## config.mk

```make
export PLATFORM = sky130hd
export DESIGN_NAME = inst_fetch_buffer
export DESIGN_NICKNAME = d
export VERILOG_FILES = /design/src/rtl/inst_fetch_buffer_pkg.sv /design/src/rtl/inst_fetch_buffer_fifo.sv /design/src/rtl/inst_fetch_buffer.sv
export SDC_FILE = /design/constraint.sdc
export NUM_CORES = 1
export LEC_CHECK = 0
export ABC_AREA = 1
export ABC_CLOCK_PERIOD_IN_PS = 7600
export CORE_UTILIZATION = 45
export CTS_CLUSTER_DIAMETER = 50
export DETAILED_ROUTE_END_ITERATION = 6
export PLACE_DENSITY = 0.73
export SYNTH_ARGS = -nofsm -noshare
export SYNTH_HDL_FRONTEND = slang
export SYNTH_HIERARCHICAL = 1
export SYNTH_SLANG_ARGS = --single-unit
```

## constraint.sdc

```tcl
create_clock -name clk -period 7.6 [get_ports clk]
set_input_delay 1.9 -clock clk [delete_from_list [all_inputs] [get_ports clk]]
set_output_delay 1.9 -clock clk [all_outputs]
set_load 0.05 [all_outputs]
```

## src/rtl/inst_fetch_buffer_pkg.sv

```systemverilog
// Shared fetch definitions: FSM state encoding, NOP word and FIFO entry layout.
package inst_fetch_buffer_pkg;

   typedef enum logic [1:0] {
      S_REQ  = 2'd0,
      S_WAIT = 2'd1,
      S_DROP = 2'd2
   } fetch_state_e;

   localparam logic [31:0] INST_NOP      = 32'h0000_0013;
   localparam int unsigned FETCH_ENTRY_W = 64;

   typedef struct packed {
      logic [31:0] pc;
      logic [31:0] inst;
   } fetch_entry_t;

endpackage

```

## src/rtl/inst_fetch_buffer_fifo.sv

```systemverilog
// fetch_fifo: synchronous DEPTH x WIDTH FIFO with flush; pop is ignored when empty.
module fetch_fifo #(
   parameter int unsigned DEPTH = 4,
   parameter int unsigned WIDTH = 64
) (
   input  logic                     clk,
   input  logic                     reset,
   input  logic                     flush,
   input  logic                     push,
   input  logic [WIDTH-1:0]         push_data,
   input  logic                     pop,
   output logic [WIDTH-1:0]         head_data,
   output logic                     empty,
   output logic [$clog2(DEPTH):0]   count
);

   localparam int unsigned AW = $clog2(DEPTH);

   logic [WIDTH-1:0] mem_q [DEPTH];
   logic [WIDTH-1:0] mem_d [DEPTH];
   logic [AW-1:0]    wr_ptr_q, wr_ptr_d;
   logic [AW-1:0]    rd_ptr_q, rd_ptr_d;
   logic [AW:0]      count_q, count_d;
   logic             push_ok, pop_ok;

   assign empty     = (count_q == '0);
   assign count     = count_q;
   assign head_data = mem_q[rd_ptr_q];
   assign push_ok   = push && (count_q != (AW+1)'(DEPTH));
   assign pop_ok    = pop && !empty;

   always_comb begin
      mem_d    = mem_q;
      wr_ptr_d = wr_ptr_q;
      rd_ptr_d = rd_ptr_q;
      count_d  = count_q;
      if (flush) begin
         wr_ptr_d = '0;
         rd_ptr_d = '0;
         count_d  = '0;
      end else begin
         if (push_ok) begin
            mem_d[wr_ptr_q] = push_data;
            wr_ptr_d        = wr_ptr_q + 1'b1;
         end
         if (pop_ok) begin
            rd_ptr_d = rd_ptr_q + 1'b1;
         end
         case ({push_ok, pop_ok})
            2'b10:   count_d = count_q + 1'b1;
            2'b01:   count_d = count_q - 1'b1;
            default: count_d = count_q;
         endcase
      end
   end

   always_ff @(posedge clk) begin
      if (reset) begin
         wr_ptr_q <= '0;
         rd_ptr_q <= '0;
         count_q  <= '0;
      end else begin
         wr_ptr_q <= wr_ptr_d;
         rd_ptr_q <= rd_ptr_d;
         count_q  <= count_d;
      end
   end

   always_ff @(posedge clk) begin
      mem_q <= mem_d;
   end

endmodule

```

## src/rtl/inst_fetch_buffer.sv

```systemverilog
// Fetch front end: PC register, single-outstanding I-cache request FSM with
// credit check, and a {pc, inst} FIFO feeding decode; redirects flush everything.
module inst_fetch_buffer
   import inst_fetch_buffer_pkg::*;
#(
   parameter int unsigned DEPTH    = 4,
   parameter logic [31:0] RESET_PC = 32'h0000_0000
) (
   input  logic        clk,
   input  logic        reset,
   output logic        icache_req_valid,
   input  logic        icache_req_ready,
   output logic [31:0] icache_req_addr,
   input  logic        icache_resp_valid,
   input  logic [31:0] icache_resp_data,
   output logic        id_valid,
   input  logic        id_ready,
   output logic [31:0] id_inst,
   output logic [31:0] id_pc,
   input  logic        redirect_valid,
   input  logic [31:0] redirect_pc
);

   localparam int unsigned CW = $clog2(DEPTH) + 1;

   fetch_state_e   state_q, state_d;
   logic [31:0]    pc_q, pc_d;
   logic [31:0]    req_pc_q, req_pc_d;
   logic           push, pop, flush, empty;
   logic           outstanding, credit_ok, req_fire;
   logic [CW-1:0]  count;
   fetch_entry_t   push_entry, head_entry;

   assign outstanding      = (state_q != S_REQ);
   assign credit_ok        = (32'(count) + 32'(outstanding)) < DEPTH;
   assign icache_req_valid = !reset && (state_q == S_REQ) && credit_ok;
   assign icache_req_addr  = pc_q;
   assign req_fire         = icache_req_valid && icache_req_ready;

   assign push_entry.pc    = req_pc_q;
   assign push_entry.inst  = icache_resp_data;

   assign id_valid = !empty;
   assign id_inst  = empty ? INST_NOP : head_entry.inst;
   assign id_pc    = empty ? 32'h0 : head_entry.pc;

   always_comb begin
      state_d  = state_q;
      pc_d     = pc_q;
      req_pc_d = req_pc_q;
      push     = 1'b0;
      pop      = id_valid && id_ready;
      flush    = 1'b0;
      case (state_q)
         S_REQ: begin
            if (req_fire) begin
               req_pc_d = pc_q;
               state_d  = S_WAIT;
            end
         end
         S_WAIT: begin
            if (icache_resp_valid) begin
               push    = 1'b1;
               pc_d    = pc_q + 32'd4;
               state_d = S_REQ;
            end
         end
         S_DROP: begin
            if (icache_resp_valid) state_d = S_REQ;
         end
         default: state_d = S_REQ;
      endcase
      // Redirect overrides the above: only whether a response is still owed decides S_DROP vs S_REQ.
      if (redirect_valid) begin
         flush = 1'b1;
         push  = 1'b0;
         pop   = 1'b0;
         pc_d  = redirect_pc & 32'hFFFF_FFFC;
         if ((state_q == S_REQ && req_fire) || (state_q != S_REQ && !icache_resp_valid))
            state_d = S_DROP;
         else
            state_d = S_REQ;
      end
   end

   always_ff @(posedge clk) begin
      if (reset) begin
         state_q  <= S_REQ;
         pc_q     <= RESET_PC;
         req_pc_q <= '0;
      end else begin
         state_q  <= state_d;
         pc_q     <= pc_d;
         req_pc_q <= req_pc_d;
      end
   end

   fetch_fifo #(
      .DEPTH (DEPTH),
      .WIDTH (FETCH_ENTRY_W)
   ) u_fifo (
      .clk       (clk),
      .reset     (reset),
      .flush     (flush),
      .push      (push),
      .push_data (push_entry),
      .pop       (pop),
      .head_data (head_entry),
      .empty     (empty),
      .count     (count)
   );

endmodule

```

Yosys cells after proc, flatten, opt, wreduce, memory -nomap -nowiden
Index checks and enable logic that the tools add are counted.

storage, ports and cells
  memories kept = 0
  bits in writable memories = 0
  bits in read-only memories = 0
  word-level logic and storage cells = 80
  bits in latches = 0
  output and inout port bits = 98
  register bits after elaboration = 329

cells by class
  multiply operators = 0
  equal/unequal tests = 7
  bitwise gates (word level) = 3
  shift-type cells = 0
  $add $sub $neg = 6
  reductions and logical operators = 27
  divide/modulo/power cells = 0
  multiplexer cells = 22
  order comparisons = 4

operator list
  cell                   number
  $bwmux 256             1
  $mux 64                3
  $mux 32                5
  $bmux 64 s2            1
  $demux 64 s2           1
  $add 32x3->32 const B  1
  $reduce_and 2->1       5
  $logic_and 1x1->1      9
  $mux 2                 4
  $reduce_bool 2->1      4
  $ge 3x3->1 const B     2
  $ne 3x3->1 const B     2
  $not 2->3              2
  $pmux 3 s2             1
  $reduce_or 2->1        3
  $mux 1                 5
  $add 2x1->2 const B    2
  $add 3x1->4            1
  $eq 2x1->1 const B     2
  $eq 2x2->1 const B     2
  $lt 4x3->1 const B     1
  $pmux 2 s2             1
  $add 3x1->3 const B    1
  $logic_not 1->1        3
  7 further kinds        7

Depth between registers and ports, before layout
Gate-level depths: netlist (run 1).

  depth in word-level cells = 9
  depth in mapped cells = 18
  depth with buffers taken out = 17

Hierarchy
The synthesis (run 1) kept the hierarchy.

by module, submodules not included
  module             cells an instance  area an instance (um^2)  times used
  fetch_fifo         690                9942.0                   1
  inst_fetch_buffer  667                3887.5                   1

Least setup slack after synthesis (run 1)
OpenSTA, ideal clock, no wires.

  path kind = in2reg
  start = input icache_resp_valid
  end = register u_fifo/mem_q[0] in the netlist's numbering, enable pin
  path buffers = 1
  stages = 8
  library setup time = 0.486 ns
  data required time = 7.114 ns
  data arrival time = 5.584 ns
  path slack = 1.529 ns
  cells stage by stage = nand2_1 -> inv_1 -> nand2_1 -> clkinv_1 -> buf_6 -> a21boi_1 -> nand2_1 -> nor2_1

between the ends
  longest elaborated chain between the ends = 5

RTL lines
  item                               RTL line                      RTL
  start: declaration                 inst_fetch_buffer.sv:14       input logic icache_resp_valid,
  $mux 1                             inst_fetch_buffer.sv:62       if (icache_resp_valid) begin
  $mux 1                             inst_fetch_buffer.sv:54       case (state_q)
  $mux 1                             inst_fetch_buffer.sv:74       if (redirect_valid) begin
  named net push                     inst_fetch_buffer.sv:29       logic push, pop, flush, empty;
  $logic_and 1x1->1                  inst_fetch_buffer_fifo.sv:29  assign push_ok = push && (count_q != (AW+1)'(DEPTH));
  $reduce_and 2->1 (no source line)  --
  end signal: assignment             inst_fetch_buffer_fifo.sv:70  mem_q <= mem_d;
  end: declaration                   inst_fetch_buffer_fifo.sv:19  logic [WIDTH-1:0] mem_q [DEPTH];

The timed path passes the listed nets, and every way through them passes these cells.
A chain may end at the register's enable or synchronous reset.

==> results of run 1 <==
==> sequential cells by signal, summed over array words and instances (netlist names) <==
| register | flops |
|---|---|
| req_pc_q | 30 |
| u_fifo/mem_q | 256 |
| u_fifo/count | 3 |
| icache_req_addr | 30 |
| state_q | 2 |
| u_fifo/rd_ptr_q | 2 |
| u_fifo/wr_ptr_q | 2 |
==> routing by layer <==
metal / vias up / part of all wire [%] / GRT usage (%)
met5: - / 0 / 0
met4: 0 / 2.4 / 7.16
met3: 53 / 7.4 / 3.86
met2: 382 / 46 / 32.5
met1: 4802 / 44 / 28.2
li1: 4916 / - / -
==> path summary, 6_finish.rpt <==
kind | cells past startpoint | end | slack [ns]
setup / recovery | 7 | id_pc[0] | 2.00
hold / removal | 2 | state_q[1] | 0.48
setup reg to reg | 10 | u_fifo/mem_q[129] | 4.00
hold reg to reg | 2 | state_q[1] | 0.48
==> cells in the mapped netlist, types with 7 or more instances <==
| master | count |
|---|---|
| edfxtp_1 | 256 |
| buf_6 | 14 |
| o22ai_1 | 64 |
| dfxtp_1 | 69 |
| nand3_1 | 39 |
| nand2_1 | 209 |
| a21oi_1 | 54 |
| buf_4 | 7 |
| ha_1 | 8 |
| inv_1 | 123 |
| a31oi_1 | 12 |
| o21ai_1 | 46 |
| buf_2 | 13 |
| nor2_1 | 260 |
| clkbuf_1 | 40 |
| o21ai_0 | 99 |
==> kinds of logic (layout without fill, tap and decap cells) <==
logic type      count (synthesis)  in the layout  synth area share [%]
compound gates                285            285                  11.2
xor+xnor                        7              7                 0.443
fa+ha+maj                       9              9                 0.869
buf+inv                       201            370                  6.53
flops                         325            325                  65.6
other cells                     1             10                0.0271
simple gates                  529            529                  15.3
==> power groups by stage <==
stage / Sequential, mW / Clock (mW) / Combinational (mW)
after global placement: 1.99 / 0 / 0.190
after global routing: 1.96 / 1.90 / 0.210
after floorplan: 2.01 / 0 / 0.0815
final: 1.96 / 1.78 / 0.194
after detailed placement: 1.99 / 0 / 0.193
after CTS: 1.95 / 1.82 / 0.194
==> layout by cell type, fill, tap and decap left out, drive strengths merged, types with 39 or more instances in the layout <==
| master | synthesis | routed |
|---|---|---|
| o22ai | 64 | 64 |
| o21ai | 145 | 145 |
| clkbuf | 41 | 47 |
| clkdlybuf4s50 | 0 | 162 |
| inv | 125 | 130 |
| dfxtp | 69 | 69 |
| edfxtp | 256 | 256 |
| a21oi | 55 | 55 |
| nand2 | 211 | 211 |
| nor2 | 265 | 265 |
| nand3 | 39 | 39 |
==> final cells by class <==
cell class,instances,area (sq um),share of cell area [%]
tap,390,488,2.88
multi-input combinational,840,3920,23.2
clock inverter,19,244,1.44
clock buffer,47,993,5.87
inverter,126,475,2.81
timing repair buffer,178,1740,10.3
sequential,325,9070,53.6
==> worst max-delay path, stage by stage, from the launching register on <==
cell and delay [ns]:
dfxtp_4 0.49, inv_4 0.61, buf_4 0.63, nor2_1 0.11
o22ai_1 0.20, inv_1 0.06, nor2_1 0.15, clkdlybuf4s50_1 0.83
==> metrics by stage <==
stage               total power [mW]  cell area (sq um)  setup WS, ns
floorplan                       2.09              13900          1.53
global placement                2.18              15700          2.11
detailed placement              2.18              15700          2.05
CTS                             3.97              16900          2.00
global route                    4.06              16900          1.80
finish                          3.93              16900          2.00
==> results.cfg, run 1 <==
[setup_path]
cp-end-kind = output pin
cp-startpoint = u_fifo/rd_ptr_q[0]
crit_path_start_kind = flip-flop
critical_path_class = reg2out
cp.arrival_ns = 3.70
critPathMaxFanout = 72
rr_startpoint = state_q[1]
required_ns = 5.70

[power_and_ir_drop]
p_seq_share_pct = 49.7
clkPwrFrac_pct = 45.3
max-vdd-ir-drop_mv = 0.139
p_per_area_mw_per_mm2 = 232
p_sw_uw = 826
p_int_mw = 3.10
comb_power_share_pct = 4.9
power.leakage_nw = 5.98
netSwitchingFraction_pct = 21.0

[cts]
cts_inserted_buffers = 36
cts_root_buf = clkbuf_16
clk_latency_ns = 0.51
cts_max_level = 2
cts_tree = built
postCtsHoldBufs = 0
clkTransAtPathRegs_ns = 0.06
post-cts-setup-buffer-count = 0
clock_sinks = 325
cts_resized = 0
cts_buffer_depth = 3

[synthesis]
synth_edf_count = 256
syn_area_per_cell_sq_um = 10.2
yosysWarnings = 6
synth_top_area_share_pct = 55.6
yosysSeqAreaShare_pct = 65.6
synth.area.top_cells = edfxtp_1 56%, dfxtp_1 10%, nor2_1 7.1%
synth.distinct_cells = 39
synth_area_leader_cell = edfxtp_1
netlist_area_sq_mm = 0.0138
synthFlopType = edfxtp_1
synth-seq-cells = 325
syn-instance-count = 1357
async_flop_share_pct = 0

[min_path]
hold_path_class = reg2reg
min-delay-start = state_q[1]

[die]
die_x_um = 177
core_area_sq_mm = 0.0300
placementRows = 63
die-height_um = 177
io_pins = 168
initial_utilization_pct = 46.2
dieArea_sq_mm = 0.0314

[drt]
drc = 0
drt_iter0_markers = 954
vias = 10200
routed_wl_mm = 32.2
ant_nets = 0
vias_per_cell = 5.27
avgRoutedWirePerCell_um = 16.7
drt_pass1_iterations = 5

[sta]
relSlewSlack_pct = 31.7
hold_viol_final = 0
hold_ws_ns = 0.483
fin_crit_sh_pct = 73.6
fin_skew_ns = 0.0116
fmax_mhz = 179
fin_crit_ns = 5.60
rsz0062_at_grt = no
slew_violations = 0
tightest_slew_ns = 1.02
setup-tns-final_ns = 0
setup_viol = 0

[cells_and_area]
fin_util_pct = 56.5
fin_nets = 1586
instances_no_fill = 1925
syn2layout_area_growth_pct = 22.5
drive_gt1_share_pct = 6.19
n_antenna_cell = 0
fillers = 2549

[placement]
dp_cells = 1859
dp_hpwl_mm = 19.1
place.gp.congestion = 0.951
port_buffers = 163

[grt]
grt_usage_pct = 20.5
grt_start_max_net_pins = 82
antenna_found_initial = 0
grt.overflow.total = 0
grt_pass1_wl_mm = 50.1
grt_pass1_vias = 9657

[run_status]
outcome = complete, no violations

[run]
drv_cap = 0
(Power assumes the default switching activity.)
==> run 2: changes to the inputs <==
--- a/config.mk
+++ b/config.mk
@@ -6,11 +6,11 @@
 export NUM_CORES = 1
 export LEC_CHECK = 0
 export ABC_AREA = 1
-export ABC_CLOCK_PERIOD_IN_PS = 7600
+export ABC_CLOCK_PERIOD_IN_PS = 4500
 export CORE_UTILIZATION = 45
 export CTS_CLUSTER_DIAMETER = 50
 export DETAILED_ROUTE_END_ITERATION = 6
-export PLACE_DENSITY = 0.73
+export PLACE_DENSITY = 0.75
 export SYNTH_ARGS = -nofsm -noshare
 export SYNTH_HDL_FRONTEND = slang
 export SYNTH_HIERARCHICAL = 1
==> constraint.sdc (replaced) <==
create_clock -name clk -period 4.5 [get_ports clk]
set_input_delay 1.125 -clock clk [delete_from_list [all_inputs] [get_ports clk]]
set_output_delay 1.125 -clock clk [all_outputs]
set_load 0.05 [all_outputs]
==> results.cfg, run 2 (synthesis results as in run 1) <==
[cts]
cts_inserted_buffers = 35
cts_resized = 0
post-cts-setup-buffer-count = 0
clock_sinks = 325
clk_latency_ns = 0.52
clkTransAtPathRegs_ns = 0.06
postCtsHoldBufs = 0
cts_tree = built
cts_root_buf = clkbuf_16
cts_buffer_depth = 3
cts_max_level = 2

[sta]
fin_ws_ns = 0.502
relSlewSlack_pct = 49.1
rsz0062_at_grt = no
setup_viol = 0
fmax_mhz = 250
fin_skew_ns = 0.0233
hold_viol_final = 0
fin_crit_ns = 4.00
hold_ws_ns = 0.483
slew_violations = 0
tightest_slew_ns = 0.763
fin_crit_sh_pct = 88.8

[cells_and_area]
drive_gt1_share_pct = 6.74
fillers = 2475
n_antenna_cell = 0
largest_reg_flops = 256
final_cell_mix = 256 x nor2_1, 256 x edfxtp_1, 209 x nand2_1
regMostFlops = u_fifo/mem_q
syn2layout_area_growth_pct = 22.9
fin_util_pct = 56.7
fin_nets = 1599

[drt]
routed_wl_mm = 31.8
ant_nets = 0
vias = 10200
drt_iter0_markers = 874
drt_pass1_iterations = 5
drc = 0
avgRoutedWirePerCell_um = 16.5
vias_per_cell = 5.29

[grt]
grt_usage_pct = 20.5
antenna_found_initial = 0
grt_pass1_vias = 9749
grt.overflow.total = 0
grt_start_max_net_pins = 132
grt_pass1_wl_mm = 50.5

[setup_path]
ff2ff_path_depth = 17
rr_startpoint = u_fifo/count[2]
critical_path_class = reg2out
cp-startpoint = u_fifo/rd_ptr_q[0]
cp-end-kind = output pin
required_ns = 3.38
cp.arrival_ns = 2.87
rrSetupSlack_ns = 1.38
crit_path_start_kind = flip-flop
regToRegEndpoint = u_fifo/count[2]
critPathMaxFanout = 43

[power_and_ir_drop]
p_per_area_mw_per_mm2 = 376
power.leakage_nw = 6.01
max-vdd-ir-drop_mv = 0.228
clkPwrFrac_pct = 43.2
netSwitchingFraction_pct = 21.6
comb_power_share_pct = 5.1
p_sw_mw = 1.38
p_seq_share_pct = 51.7
p_int_mw = 5.01

[run]
drv_cap = 0

[placement]
place.gp.congestion = 0.904
dp_slack_ns = 0.569
port_buffers = 163
dp_hpwl_mm = 19.7

[die]
die_x_um = 177
core_area_sq_mm = 0.0300
io_pins = 168
initial_utilization_pct = 46.2
dieArea_sq_mm = 0.0314
placementRows = 63
die-height_um = 177

[run_status]
outcome = complete, no violations

[min_path]
min-delay-start = state_q[1]
hold_path_class = reg2reg
hold_path_depth = 2
whs_endpoint = state_q[1]
run 2: cell types whose count changed in the layout (fill, tap and decap cells not counted), sizes merged:
cell	before	now
clkbuf	47	45
inv	130	127
clkinvlp	1	2
clkinv	9	11
buf	16	30
bufinv	5	2
run 2: per-stage QoR:
stage	instances	setup TNS, ns	power [mW]	cell area [sq um]
after global placement	1873	0	3.68	15900
after global routing	1934	0	6.59	17000
after floorplan	1366	-203.70	3.54	13900
after CTS	1934	0	6.43	17000
final	1934	0	6.39	17000
after detailed placement	1873	0	3.69	15900
run 2: power by group through the flow:
stage | combinational [mW] | clock (mW) | sequential (mW)
floorplan | 0.138 | 0 | 3.40
global placement | 0.321 | 0 | 3.36
detailed placement | 0.326 | 0 | 3.36
CTS | 0.328 | 2.80 | 3.30
global route | 0.356 | 2.93 | 3.30
finish | 0.329 | 2.76 | 3.30
run 2: worst max-delay path, stage by stage, from the launching register on:
cell and delay (ns):
dfxtp_4 0.36, inv_4 0.36, buf_4 0.37, nor2_1 0.07
o22ai_1 0.22, inv_1 0.07, nor2_1 0.08, clkdlybuf4s50_1 0.81
run 2: how the worst max path moves through the flow:
stage / to / slack (ns)
2_1_floorplan: u_fifo/mem_q[0] / -0.80
3_3_place_gp: u_fifo/mem_q[210] / 0.64
3_5_place_dp: u_fifo/mem_q[210] / 0.57
4_1_cts: id_pc[7] / 0.46
5_1_grt: id_pc[16] / 0.32
6_report: id_pc[7] / 0.50
run 2: final cells by class:
type / count / area [sq um] / area share (%)
inverters: 126 / 475 / 2.80
clock buffers: 45 / 955 / 5.62
flip-flops and latches: 325 / 9070 / 53.4
multi-input cells: 840 / 3920 / 23.1
repair buffers: 192 / 1920 / 11.3
well taps: 390 / 488 / 2.87
clock inverters: 16 / 160 / 0.942
run 2: per-layer routing:
metal	vias up	part of all wire [%]	track usage [%]
li1	4946	-	-
met1	4779	44	27.9
met2	436	46	32.9
met3	65	7.9	3.90
met4	0	2.6	6.52
met5	-	0	0
